==> src/rtl/mem_burst_pkg.sv <==
// mem_burst_pkg: state encoding and read FIFO sizing shared by the burst controller
package mem_burst_pkg;
  typedef enum logic [1:0] {IDLE, WRITE, READ, DRAIN} state_e;
  localparam int RD_FIFO_DEPTH = 4;
  localparam int CNT_W = $clog2(RD_FIFO_DEPTH) + 1;
endpackage

==> src/rtl/mem_burst_if.sv <==
// mem_burst_if: single-port memory bus between the burst controller and a memory
interface mem_burst_if #(
  parameter int AWIDTH = 8,
  parameter int DWIDTH = 8
) ();
  logic              wr;
  logic              rd;
  logic [AWIDTH-1:0] addr;
  logic [DWIDTH-1:0] data;
  logic [DWIDTH-1:0] rddata;
  logic              rddatavalid;
  modport master (output wr, rd, addr, data, input rddata, rddatavalid);
  modport slave (input wr, rd, addr, data, output rddata, rddatavalid);
endinterface

==> src/rtl/mem_burst_fifo.sv <==
// mem_burst_fifo: synchronous read-data FIFO with occupancy count
module mem_burst_fifo
  import mem_burst_pkg::*;
#(
  parameter int DWIDTH = 8
) (
  input  logic              clk_i,
  input  logic              rst_i,
  input  logic              push_i,
  input  logic [DWIDTH-1:0] din_i,
  input  logic              pop_i,
  output logic [DWIDTH-1:0] dout_o,
  output logic [CNT_W-1:0]  count_o
);
  localparam int PW = CNT_W - 1;
  logic [DWIDTH-1:0] buf_q [RD_FIFO_DEPTH];
  logic [DWIDTH-1:0] buf_d [RD_FIFO_DEPTH];
  logic [PW-1:0]     wp_q, wp_d, rp_q, rp_d;
  logic [CNT_W-1:0]  cnt_q, cnt_d;
  logic              do_push, do_pop;
  always_comb begin
    do_pop = pop_i && cnt_q != '0;
    do_push = push_i && (cnt_q != CNT_W'(RD_FIFO_DEPTH) || do_pop);
    buf_d = buf_q;
    if (do_push) buf_d[wp_q] = din_i;
    wp_d = wp_q + PW'(do_push);
    rp_d = rp_q + PW'(do_pop);
    cnt_d = cnt_q + CNT_W'(do_push) - CNT_W'(do_pop);
  end
  always_ff @(posedge clk_i) begin
    if (rst_i) begin
      wp_q <= '0;
      rp_q <= '0;
      cnt_q <= '0;
    end else begin
      wp_q <= wp_d;
      rp_q <= rp_d;
      cnt_q <= cnt_d;
    end
  end
  always_ff @(posedge clk_i) buf_q <= buf_d;
  assign dout_o = buf_q[rp_q];
  assign count_o = cnt_q;
endmodule

==> src/rtl/mem_burst_ctrl.sv <==
// mem_burst_ctrl: burst read/write controller with credit-limited reads into a small FIFO
module mem_burst_ctrl
  import mem_burst_pkg::*;
#(
  parameter int DWIDTH = 8,
  parameter int AWIDTH = 8,
  parameter int LWIDTH = 4
) (
  input  logic              clk_i,
  input  logic              rst_i,
  input  logic              cmd_valid_i,
  output logic              cmd_ready_o,
  input  logic              cmd_write_i,
  input  logic [AWIDTH-1:0] cmd_addr_i,
  input  logic [LWIDTH-1:0] cmd_len_i,
  input  logic              wdata_valid_i,
  output logic              wdata_ready_o,
  input  logic [DWIDTH-1:0] wdata_i,
  output logic              rdata_valid_o,
  input  logic              rdata_ready_i,
  output logic [DWIDTH-1:0] rdata_o,
  output logic              done_o,
  mem_burst_if.master       mem_if
);
  localparam int BW = LWIDTH + 1;
  state_e            state_q, state_d;
  logic [AWIDTH-1:0] addr_q, addr_d, maddr_q, maddr_d, cur_addr;
  logic [DWIDTH-1:0] mdata_q, mdata_d;
  logic [BW-1:0]     beats_q, beats_d, cur_beats;
  logic [CNT_W-1:0]  infl_q, infl_d, fifo_cnt;
  logic              wr_q, wr_d, rd_q, rd_d, wdone_q, wdone_d;
  logic              cmd_hs, credit, rd_go, wr_go, issue, last, ret, pop, rd_done;
  // Reads issue straight from IDLE so the first beat returns three cycles after the command
  always_comb begin
    cmd_hs = state_q == IDLE && cmd_valid_i;
    cur_addr = state_q == IDLE ? cmd_addr_i : addr_q;
    cur_beats = state_q == IDLE ? BW'(cmd_len_i) + BW'(1) : beats_q;
    last = cur_beats == BW'(1);
    credit = ({1'b0, infl_q} + {1'b0, fifo_cnt}) < (CNT_W + 1)'(RD_FIFO_DEPTH);
    ret = mem_if.rddatavalid && infl_q != '0;
    pop = rdata_ready_i && fifo_cnt != '0;
    rd_done = state_q == DRAIN && infl_q == '0 && fifo_cnt == CNT_W'(1) && rdata_ready_i;
    rd_go = ((cmd_hs && !cmd_write_i) || state_q == READ) && credit;
    wr_go = state_q == WRITE && wdata_valid_i;
    issue = rd_go || wr_go;
    state_d = state_q;
    unique case (state_q)
      IDLE:  if (cmd_hs) state_d = cmd_write_i ? WRITE : (rd_go && last) ? DRAIN : READ;
      WRITE: if (wr_go && last) state_d = IDLE;
      READ:  if (rd_go && last) state_d = DRAIN;
      DRAIN: if (rd_done) state_d = IDLE;
    endcase
    addr_d = issue ? cur_addr + AWIDTH'(1) : cmd_hs ? cmd_addr_i : addr_q;
    beats_d = issue ? cur_beats - BW'(1) : cmd_hs ? cur_beats : beats_q;
    maddr_d = issue ? cur_addr : maddr_q;
    mdata_d = wr_go ? wdata_i : '0;
    wr_d = wr_go;
    rd_d = rd_go;
    wdone_d = wr_go && last;
    infl_d = infl_q + CNT_W'(rd_go) - CNT_W'(ret);
  end
  always_ff @(posedge clk_i) begin
    if (rst_i) begin
      state_q <= IDLE;
      addr_q <= '0;
      beats_q <= '0;
      maddr_q <= '0;
      mdata_q <= '0;
      wr_q <= 1'b0;
      rd_q <= 1'b0;
      wdone_q <= 1'b0;
      infl_q <= '0;
    end else begin
      state_q <= state_d;
      addr_q <= addr_d;
      beats_q <= beats_d;
      maddr_q <= maddr_d;
      mdata_q <= mdata_d;
      wr_q <= wr_d;
      rd_q <= rd_d;
      wdone_q <= wdone_d;
      infl_q <= infl_d;
    end
  end
  mem_burst_fifo #(.DWIDTH(DWIDTH)) u_fifo (
    .clk_i   (clk_i),
    .rst_i   (rst_i),
    .push_i  (ret),
    .din_i   (mem_if.rddata),
    .pop_i   (pop),
    .dout_o  (rdata_o),
    .count_o (fifo_cnt)
  );
  assign cmd_ready_o = state_q == IDLE;
  assign wdata_ready_o = state_q == WRITE;
  assign rdata_valid_o = fifo_cnt != '0;
  assign done_o = !rst_i && (wdone_q || rd_done);
  assign mem_if.wr = wr_q;
  assign mem_if.rd = rd_q;
  assign mem_if.addr = maddr_q;
  assign mem_if.data = mdata_q;
endmodule

==> src/flat_wrapper.sv <==
// flat-port wrapper written by rule: the top's interface ports become plain ports
module mem_burst_ctrl_flat import mem_burst_pkg::*;
#(
  parameter int DWIDTH = 8,
  parameter int AWIDTH = 8,
  parameter int LWIDTH = 4
)
  (clk_i, rst_i, cmd_valid_i, cmd_ready_o, cmd_write_i, cmd_addr_i, cmd_len_i, wdata_valid_i, wdata_ready_o, wdata_i, rdata_valid_o, rdata_ready_i, rdata_o, done_o, mem_if_wr, mem_if_rd, mem_if_addr, mem_if_data, mem_if_rddata, mem_if_rddatavalid);
  mem_burst_if #(.AWIDTH(AWIDTH), .DWIDTH(DWIDTH)) mem_if_i ();
  input  logic clk_i;
  input  logic rst_i;
  input  logic cmd_valid_i;
  output logic cmd_ready_o;
  input  logic cmd_write_i;
  input  logic [AWIDTH-1:0] cmd_addr_i;
  input  logic [LWIDTH-1:0] cmd_len_i;
  input  logic wdata_valid_i;
  output logic wdata_ready_o;
  input  logic [DWIDTH-1:0] wdata_i;
  output logic rdata_valid_o;
  input  logic rdata_ready_i;
  output logic [DWIDTH-1:0] rdata_o;
  output logic done_o;
  output wire logic [$bits(mem_if_i.wr)-1:0] mem_if_wr;
  output wire logic [$bits(mem_if_i.rd)-1:0] mem_if_rd;
  output wire logic [$bits(mem_if_i.addr)-1:0] mem_if_addr;
  output wire logic [$bits(mem_if_i.data)-1:0] mem_if_data;
  input wire logic [$bits(mem_if_i.rddata)-1:0] mem_if_rddata;
  input wire logic [$bits(mem_if_i.rddatavalid)-1:0] mem_if_rddatavalid;
  assign mem_if_wr = mem_if_i.wr;
  assign mem_if_rd = mem_if_i.rd;
  assign mem_if_addr = mem_if_i.addr;
  assign mem_if_data = mem_if_i.data;
  assign mem_if_i.rddata = mem_if_rddata;
  assign mem_if_i.rddatavalid = mem_if_rddatavalid;
  mem_burst_ctrl #(.DWIDTH(DWIDTH), .AWIDTH(AWIDTH), .LWIDTH(LWIDTH)) u_core (.clk_i(clk_i), .rst_i(rst_i), .cmd_valid_i(cmd_valid_i), .cmd_ready_o(cmd_ready_o), .cmd_write_i(cmd_write_i), .cmd_addr_i(cmd_addr_i), .cmd_len_i(cmd_len_i), .wdata_valid_i(wdata_valid_i), .wdata_ready_o(wdata_ready_o), .wdata_i(wdata_i), .rdata_valid_o(rdata_valid_o), .rdata_ready_i(rdata_ready_i), .rdata_o(rdata_o), .done_o(done_o), .mem_if(mem_if_i));
endmodule
==> config.mk <==
export PLATFORM = sky130hd
export DESIGN_NAME = mem_burst_ctrl_flat
export DESIGN_NICKNAME = d
export VERILOG_FILES = /design/src/rtl/mem_burst_pkg.sv /design/src/rtl/mem_burst_if.sv /design/src/rtl/mem_burst_fifo.sv /design/src/rtl/mem_burst_ctrl.sv /design/src/flat_wrapper.sv
export SDC_FILE = /design/constraint.sdc
export NUM_CORES = 1
export LEC_CHECK = 0
export ABC_AREA = 1
export BUFFER_PORTS_ARGS = -buffer_cell sky130_fd_sc_hd__buf_2
export CAP_MARGIN = 5
export CELL_PAD_IN_SITES_DETAIL_PLACEMENT = 1
export CELL_PAD_IN_SITES_GLOBAL_PLACEMENT = 2
export CORE_UTILIZATION = 37
export CTS_BUF_LIST = sky130_fd_sc_hd__clkbuf_4 sky130_fd_sc_hd__clkbuf_8
export DETAILED_ROUTE_END_ITERATION = 10
export PLACE_DENSITY_LB_ADDON = 0.1
export SYNTH_ARGS = -nofsm -noshare
export SYNTH_HDL_FRONTEND = slang
export SYNTH_SLANG_ARGS = --single-unit
==> constraint.sdc <==
create_clock -name clk_i -period 5.7 [get_ports clk_i]
set_clock_uncertainty 0.2 [all_clocks]
set_input_delay 0.855 -clock clk_i [delete_from_list [all_inputs] [get_ports clk_i]]
set_output_delay 0.855 -clock clk_i [all_outputs]
set_load 0.1 [all_outputs]
==> impl_results.md, run 1 <==
* Number of buffers added by the clock tree synthesis step at 9
* Run status: complete, no violations
* Starting density of the core at 0.387
* Nets at 534
* Largest fanout on the critical path at 18
* Resize count post-CTS at 0
* Setup-violating endpoint count in the final report at 0
* Post-synthesis compound-gate area fraction at 0.132
* Most common cell after layout, fill and taps aside: sky130_fd_sc_hd__nand2_1
* Leading register cell type out of synthesis: sky130_fd_sc_hd__dfxtp_1
* Reported leakage power at 1.91 nW
* Final-layout setup total negative slack at 0 ns
* Area fraction in and, or, nand and nor cells after synthesis at 0.198
* CTS tree: done
* Worst R2R Setup Slack at 2.82 ns
* Fraction of the yosys area taken by sequential cells at 0.508
* Post-route DRC at 0
* Count of boundary I/O pins at 65
* Post-synth design cell area at 3630 um2
* Top area cells in the synthesized netlist: sky130_fd_sc_hd__edfxtp_1 (27%), sky130_fd_sc_hd__dfxtp_1 (24%), sky130_fd_sc_hd__nand2_1 (6.8%), sky130_fd_sc_hd__o21ai_0 (6.1%), sky130_fd_sc_hd__inv_1 (6.0%)
* Actual slew at the worst max-slew pin at 1.26 ns
* Dominant combinational cell family by area after synthesis: simple AND/OR/NAND/NOR gates
* Yosys warning count at 0
* Net Sw Frac at 0.519
* Pins over their slew limit at 0
* Reg2reg start: u_core.state_q[1]
* Slew margin rel. at 0.151
* Sequential Power Share at 0.337
* Count of vias placed by the detailed router at 2895
* Element type at the critical path end: output pin
* Worst vdd ir at 237 uV
* Number of distinct standard cells referenced by the synthesized netlist at 34
* Critical path launch point type: flop
* Global placer's final weighted congestion at 0.783
* Average footprint of a synthesized cell at 8.63 um2
* Layout Area Growth over Synthesis at 16.4%
* Grt total ovfl at 0
* Vias in the first global route at 2877
* Max-Cap Viols at 0
* Commonest cells after routing, fill and taps aside: sky130_fd_sc_hd__nand2_1 (66), sky130_fd_sc_hd__buf_2 (64), sky130_fd_sc_hd__inv_1 (58)
* Highest clock frequency the design can meet at 312 MHz
* Flip-flop and latch count after synthesis at 76
* Maximum number of pins on one net before global-route repair at 33
* Post-synthesis adder-cell area fraction at 0.0524
* Die height at 101 um
* Number of nets with antenna violations after routing at 0
* Hold buffers post-CTS at 0
* Net count after synthesis at 469
* Power density normalized to cell area at 527 nW/um2
* Total wire length at 8560 um
* Area inside the core boundary at 9370 um2
* Worst reg-to-reg path cell count at 10
* P_sw at 1.16 mW
* Combinational group share of total power at 0.484
* XOR/XNOR Fraction of Synth Area at 0.0169
* Synthesized instance count at 420
* Cell internal pwr at 1.07 mW
* DIE AREA at 10200 um2
* Number of post-CTS setup repair buffers at 0
* Final HPWL from detailed placement at 6220 um
* Clock net sink count at 76
* Launching element of the worst setup path: u_core.u_fifo.rp_q[0]
* Starting DRT DRC Count at 73
* Post-layout minimum cycle time at 3.21 ns
* Root buffer cell: sky130_fd_sc_hd__clkbuf_8
* Insertion delay to the later sink of the worst-skew pair at 0.35 ns
* Fraction of the cycle the final worst path needs at 0.563
* RSZ-0062 raised after global routing: no
* First-pass GRT wire length at 14300 um
* Number of H-tree branching levels at 3
* Capturing instance or port of the critical path: rdata_o[0]
* Row Count at 35
* Post-route core utilization at 0.450
* Share of async-settable or async-resettable flops after synthesis at 0
* Global-route usage over all layers at 0.182
* Port Buffers at 64
* Detailed-route vias per instance at 4.68
* Drt first pass iters at 4
* Top cell type by total area after synthesis: sky130_fd_sc_hd__edfxtp_1
* Data required time at the worst endpoint at 4.64 ns
* Multiplexer area fraction after synthesis at 0
* Average wire length per cell after detail routing at 13.8 um
* Fraction of final layout cells sized beyond drive strength 1 at 0.222
* Die Wd at 101 um
* Kind of critical path: reg -> out
* Number of diodes at 0
* Final hold violation count at 0
* Number of enable-type register cells in the synthesized netlist at 32
* Min-delay worst type: reg -> reg
* Fraction of synthesized cell area taken by the top area cell type at 0.265
* Number of antenna violations at the first check in global routing at 0
* Clock-pin slew of the registers on the worst-case setup and hold paths at 0.09 ns
* Crit path arrival time at 2.15 ns
* Clock Path Buffers at 2
* Fraction of power consumed by the clock network at 0.179
* Capture instance of the worst register-to-register path: u_core.beats_q[4]
==> layout make-up <==
type,instances,area [um2]
Tap cell,129,161
Multi-Input combinational cell,267,1450
Fill cell,1174,5150
Sequential cell,76,1840
Clock buffer,9,124
Inverter,65,244
Timing Repair Buffer,66,335
Clock inverter,7,67.6
==> power groups by stage <==
stage | clock [mW] | sequential (mW) | combinational (mW)
3_3_place_gp | 0 | 0.758 | 1.06
5_1_grt | 0.438 | 0.764 | 1.17
4_1_cts | 0.414 | 0.749 | 1.09
2_1_floorplan | 0 | 0.889 | 0.763
3_5_place_dp | 0 | 0.762 | 1.09
6_report | 0.399 | 0.749 | 1.08
==> synth_stat cells, types with 4 or more instances <==
cell                       count
sky130_fd_sc_hd__o22ai_1       8
sky130_fd_sc_hd__nor3_1        6
sky130_fd_sc_hd__xnor2_1       4
sky130_fd_sc_hd__dfxtp_1      44
sky130_fd_sc_hd__edfxtp_1     32
sky130_fd_sc_hd__o21ai_2       7
sky130_fd_sc_hd__a21oi_1      21
sky130_fd_sc_hd__nand2_1      66
sky130_fd_sc_hd__ha_1         12
sky130_fd_sc_hd__o21ai_0      44
sky130_fd_sc_hd__inv_1        58
sky130_fd_sc_hd__clkbuf_1      4
sky130_fd_sc_hd__nor2_1       48
sky130_fd_sc_hd__nand3_1      19
sky130_fd_sc_hd__buf_6         5
sky130_fd_sc_hd__nand2_2       4
sky130_fd_sc_hd__inv_2         7
==> kinds of logic (layout without fill, tap and decap cells) <==
group                      count (synthesis)  after routing
and+or+nand+nor                          159            159
AOI/OAI and AO/OA                         87             87
xor gates and xnor gates                   7              7
adders and majority gates                 14             14
buffers and inverters                     77            147
DFF                                       76             76
==> metrics by stage <==
stage          power (mW)  hold WS [ns]  setup slack, ns  cells  instance area (um2)
2_1_floorplan        1.65         0.240             2.13    420                 3630
3_3_place_gp         1.82         0.265             2.76    603                 4030
3_5_place_dp         1.85         0.267             2.73    603                 4030
4_1_cts              2.26         0.283             2.47    619                 4220
5_1_grt              2.38         0.317             2.28    619                 4220
6_report             2.23         0.283             2.49    619                 4220
==> critical path: stages, from the launching register on <==
cell and delay, ns:
sky130_fd_sc_hd__dfxtp_1 0.71, sky130_fd_sc_hd__inv_1 0.41, sky130_fd_sc_hd__o21ai_0 0.26, sky130_fd_sc_hd__o22ai_1 0.11, sky130_fd_sc_hd__buf_2 0.31
==> metal layers <==
metal	global-route usage	wire [um]
met1	0.235	4070
met2	0.306	4160
met3	0.0368	233
met4	0.0602	95
met5	0	0
==> sequential cells by signal, indices dropped and copies added (netlist names) <==
register               count
u_core.addr_q              8
u_core.beats_q             5
u_core.infl_q              3
u_core.mem_if.addr         8
u_core.mem_if.data         8
u_core.mem_if.rd           1
u_core.mem_if.wr           1
u_core.state_q             2
u_core.u_fifo.buf_q       32
u_core.u_fifo.count_o      3
u_core.u_fifo.rp_q         2
u_core.u_fifo.wp_q         2
u_core.wdone_q             1
==> worst min path at each step <==
stage / end / from / slack, ns / cells past startpoint
after floorplan: u_core.addr_q[7] / u_core.addr_q[7] / 0.24 / 2
after global placement: u_core.addr_q[7] / u_core.addr_q[7] / 0.26 / 2
after detailed placement: u_core.mem_if.addr[7] / u_core.mem_if.addr[7] / 0.27 / 2
after CTS: u_core.addr_q[7] / u_core.addr_q[7] / 0.28 / 2
after global routing: u_core.addr_q[5] / u_core.addr_q[5] / 0.32 / 2
final: u_core.mem_if.addr[7] / u_core.mem_if.addr[7] / 0.28 / 2
Power figures use the tool's default switching activity.
==> inputs of run 2 (changes only) <==
--- a/config.mk
+++ b/config.mk
@@ -10,7 +10,7 @@
 export CAP_MARGIN = 5
 export CELL_PAD_IN_SITES_DETAIL_PLACEMENT = 1
 export CELL_PAD_IN_SITES_GLOBAL_PLACEMENT = 2
-export CORE_UTILIZATION = 37
+export CORE_UTILIZATION = 31
 export CTS_BUF_LIST = sky130_fd_sc_hd__clkbuf_4 sky130_fd_sc_hd__clkbuf_8
 export DETAILED_ROUTE_END_ITERATION = 10
 export PLACE_DENSITY_LB_ADDON = 0.1
==> constraint.sdc (replaced) <==
create_clock -name clk_i -period 2.77 [get_ports clk_i]
set_clock_uncertainty 0.2 [all_clocks]
set_input_delay 0.4155 -clock clk_i [delete_from_list [all_inputs] [get_ports clk_i]]
set_output_delay 0.4155 -clock clk_i [all_outputs]
set_load 0.1 [all_outputs]
==> run 2 against run 1 <==
Final area rose by 2.2%; core utilization fell by 7.3 points; sequential share of layout area down 0.94 points; critical path depth unchanged; via count up 1.6%; die area rose by 19%; critical path type unchanged.
==> impl_results.md, run 2 (synthesis gave the netlist of run 1 again) <==
* Vias in the first global route at 2927 (+1.7%)
* Starting DRT DRC Count at 74 (+1.4%)
* Kind of critical path: reg -> out
* First-pass GRT wire length at 14400 um (+0.97%)
* Die height at 110 um (+9.1%)
* Setup-violating endpoint count in the final report at 0 (unchanged)
* Number of post-CTS setup repair buffers at 0 (unchanged)
* Count of vias placed by the detailed router at 2940 (+1.6%)
* RSZ-0062 raised after global routing: no
* Starting density of the core at 0.318 (-0.0694)
* Filler Cell Count at 1405 (+20%)
* CTS tree: done
* Max FFs per register at 32 (unchanged)
* Slowest CP cell: sky130_fd_sc_hd__buf_2
* Run status: complete, no violations
* Data required time at the worst endpoint at 2.15 ns (-2.49 ns)
* Element type at the critical path end: output pin
* Total wire length at 9030 um (+5.5%)
* Buffers & Inverters on Critical Path at 2 (unchanged)
* Number of buffers added by the clock tree synthesis step at 9 (unchanged)
* Total placed cells including tap cells at 622 (+3.2%)
* Resize count post-CTS at 0 (unchanged)
* Grt total ovfl at 0 (unchanged)
* Actual slew at the worst max-slew pin at 0.584 ns (-0.679 ns)
* Port Buffers at 64 (unchanged)
* Post-layout minimum cycle time at 2.46 ns
* Layout Area Growth over Synthesis at 18.9%
* Drt first pass iters at 4 (unchanged)
* Row Count at 39 (+11%)
* Fraction of the cycle the final worst path needs at 0.889
* DIE AREA at 12100 um2 (+19%)
* Clock-pin slew of the registers on the worst-case setup and hold paths at 0.09 ns (about the same)
* Crit path arrival time at 1.85 ns (-0.30 ns)
* Die Wd at 110 um (+9.1%)
* Global-route usage over all layers at 0.162 (-0.0209)
* Global placer's final weighted congestion at 0.729 (-6.9%)
* Power density normalized to cell area at 1070 nW/um2 (+100%)
* Final-layout setup total negative slack at 0 ns (unchanged)
* Worst vdd ir at 777 uV (+230%)
* Nets at 539 (+0.94%)
* Number of antenna violations at the first check in global routing at 0 (unchanged)
* Number of H-tree branching levels at 3 (unchanged)
* Average wire length per cell after detail routing at 14.2 um (+2.3%)
* Max-Cap Viols at 0 (unchanged)
* Highest clock frequency the design can meet at 406 MHz
* Final hold violation count at 0 (unchanged)
* Cell family with the largest share of critical-path delay: buffers and inverters
* Clock net sink count at 76 (unchanged)
* Detailed-route vias per instance at 4.61 (-1.5%)
* Post-route DRC at 0 (unchanged)
* Clock Path Buffers at 2 (unchanged)
* Slew margin rel. at 0.610 (+0.459)
* Commonest cells after routing, fill and taps aside: sky130_fd_sc_hd__nand2_1 (66), sky130_fd_sc_hd__buf_2 (64), sky130_fd_sc_hd__inv_1 (58)
* Most common cell after layout, fill and taps aside: sky130_fd_sc_hd__nand2_1
* Final HPWL from detailed placement at 6450 um (+3.7%)
* Largest fanout on the critical path at 16 (-2)
* Stage delay of the slowest cell on the critical path at 0.45 ns (-0.26 ns)
* Maximum number of pins on one net before global-route repair at 33 (unchanged)
* Largest register by flop count: u_core.u_fifo.buf_q
* Fraction of final layout cells sized beyond drive strength 1 at 0.248 (+0.0260)
* Pins over their slew limit at 0 (unchanged)
* Cells along the critical path: inv_1 > o21ai_0 > o22ai_2 > buf_2
* Reported leakage power at 1.94 nW (+1.9%)
* Insertion delay to the later sink of the worst-skew pair at 0.36 ns (about the same)
* Min-delay worst type: in -> reg
* Critical path launch point type: flop
* Number of diodes at 0 (unchanged)
* Count of boundary I/O pins at 65 (unchanged)
* Final Instance Count excl. Fillers at 638 (+3.1%)
* Hold buffers post-CTS at 0 (unchanged)
* Root buffer cell: sky130_fd_sc_hd__clkbuf_8
* Area inside the core boundary at 11400 um2 (+22%)
* Number of nets with antenna violations after routing at 0 (unchanged)
## run 2: final cells by class
type / instances / area, um2 / area share
flip-flops and latches: 76 / 1840 / 0.427
multi-input cells: 267 / 1500 / 0.348
repair buffers: 71 / 373 / 0.0865
inverters: 65 / 244 / 0.0566
well taps: 143 / 179 / 0.0415
clock buffers: 11 / 139 / 0.0322
clock inverters: 5 / 37.5 / 0.00870
## run 2: through the flow
step	instance area, um2	hold slack [ns]	total power [mW]	util	worst slack, ns
after global placement	4140	0.251	3.83	0.362	0.453
after detailed placement	4140	0.252	3.88	0.362	0.353
after CTS	4310	0.0292	4.69	0.378	0.277
after global routing	4310	0.0438	4.94	0.378	0.0955
after floorplan	3680	0.240	3.45	-	0.00111
final	4310	0.0509	4.62	0.378	0.309
## run 2: routing by layer
metal | wire, um | share of wire | GRT usage
met4 | 174 | 0.019 | 0.0742
met2 | 4410 | 0.49 | 0.282
met1 | 4190 | 0.46 | 0.191
met5 | 0 | 0 | 0
met3 | 257 | 0.028 | 0.0317
## run 2: worst register-to-register path: stages (launching register included)
cell and delay, ns:
sky130_fd_sc_hd__dfxtp_1 0.37, sky130_fd_sc_hd__nor3_1 0.25, sky130_fd_sc_hd__nor2_1 0.09, sky130_fd_sc_hd__and2_1 0.17, sky130_fd_sc_hd__inv_1 0.13, sky130_fd_sc_hd__ha_1 0.25
sky130_fd_sc_hd__inv_1 0.06, sky130_fd_sc_hd__ha_1 0.13, sky130_fd_sc_hd__inv_1 0.05, sky130_fd_sc_hd__fa_1 0.35, sky130_fd_sc_hd__inv_1 0.07, sky130_fd_sc_hd__o21ai_0 0.09
sky130_fd_sc_hd__a21oi_1 0.15
## run 2: path summary, 6_finish.rpt
kind                         start                        to  slack [ns]  depth (start not counted)
max          u_core.u_fifo.rp_q[0]                rdata_o[7]        0.31                          4
min                     wdata_i[0]     u_core.mem_if.data[0]        0.05                          3
max reg2reg       u_core.infl_q[1]  u_core.u_fifo.count_o[2]        0.35                         12
min reg2reg  u_core.mem_if.addr[7]     u_core.mem_if.addr[7]        0.27                          2
## run 2: power by group
group / total (mW) / switching [mW] / internal [mW]
sequential: 1.51 / 0.133 / 1.38
combinational: 2.31 / 1.80 / 0.517
clock: 0.790 / 0.441 / 0.349
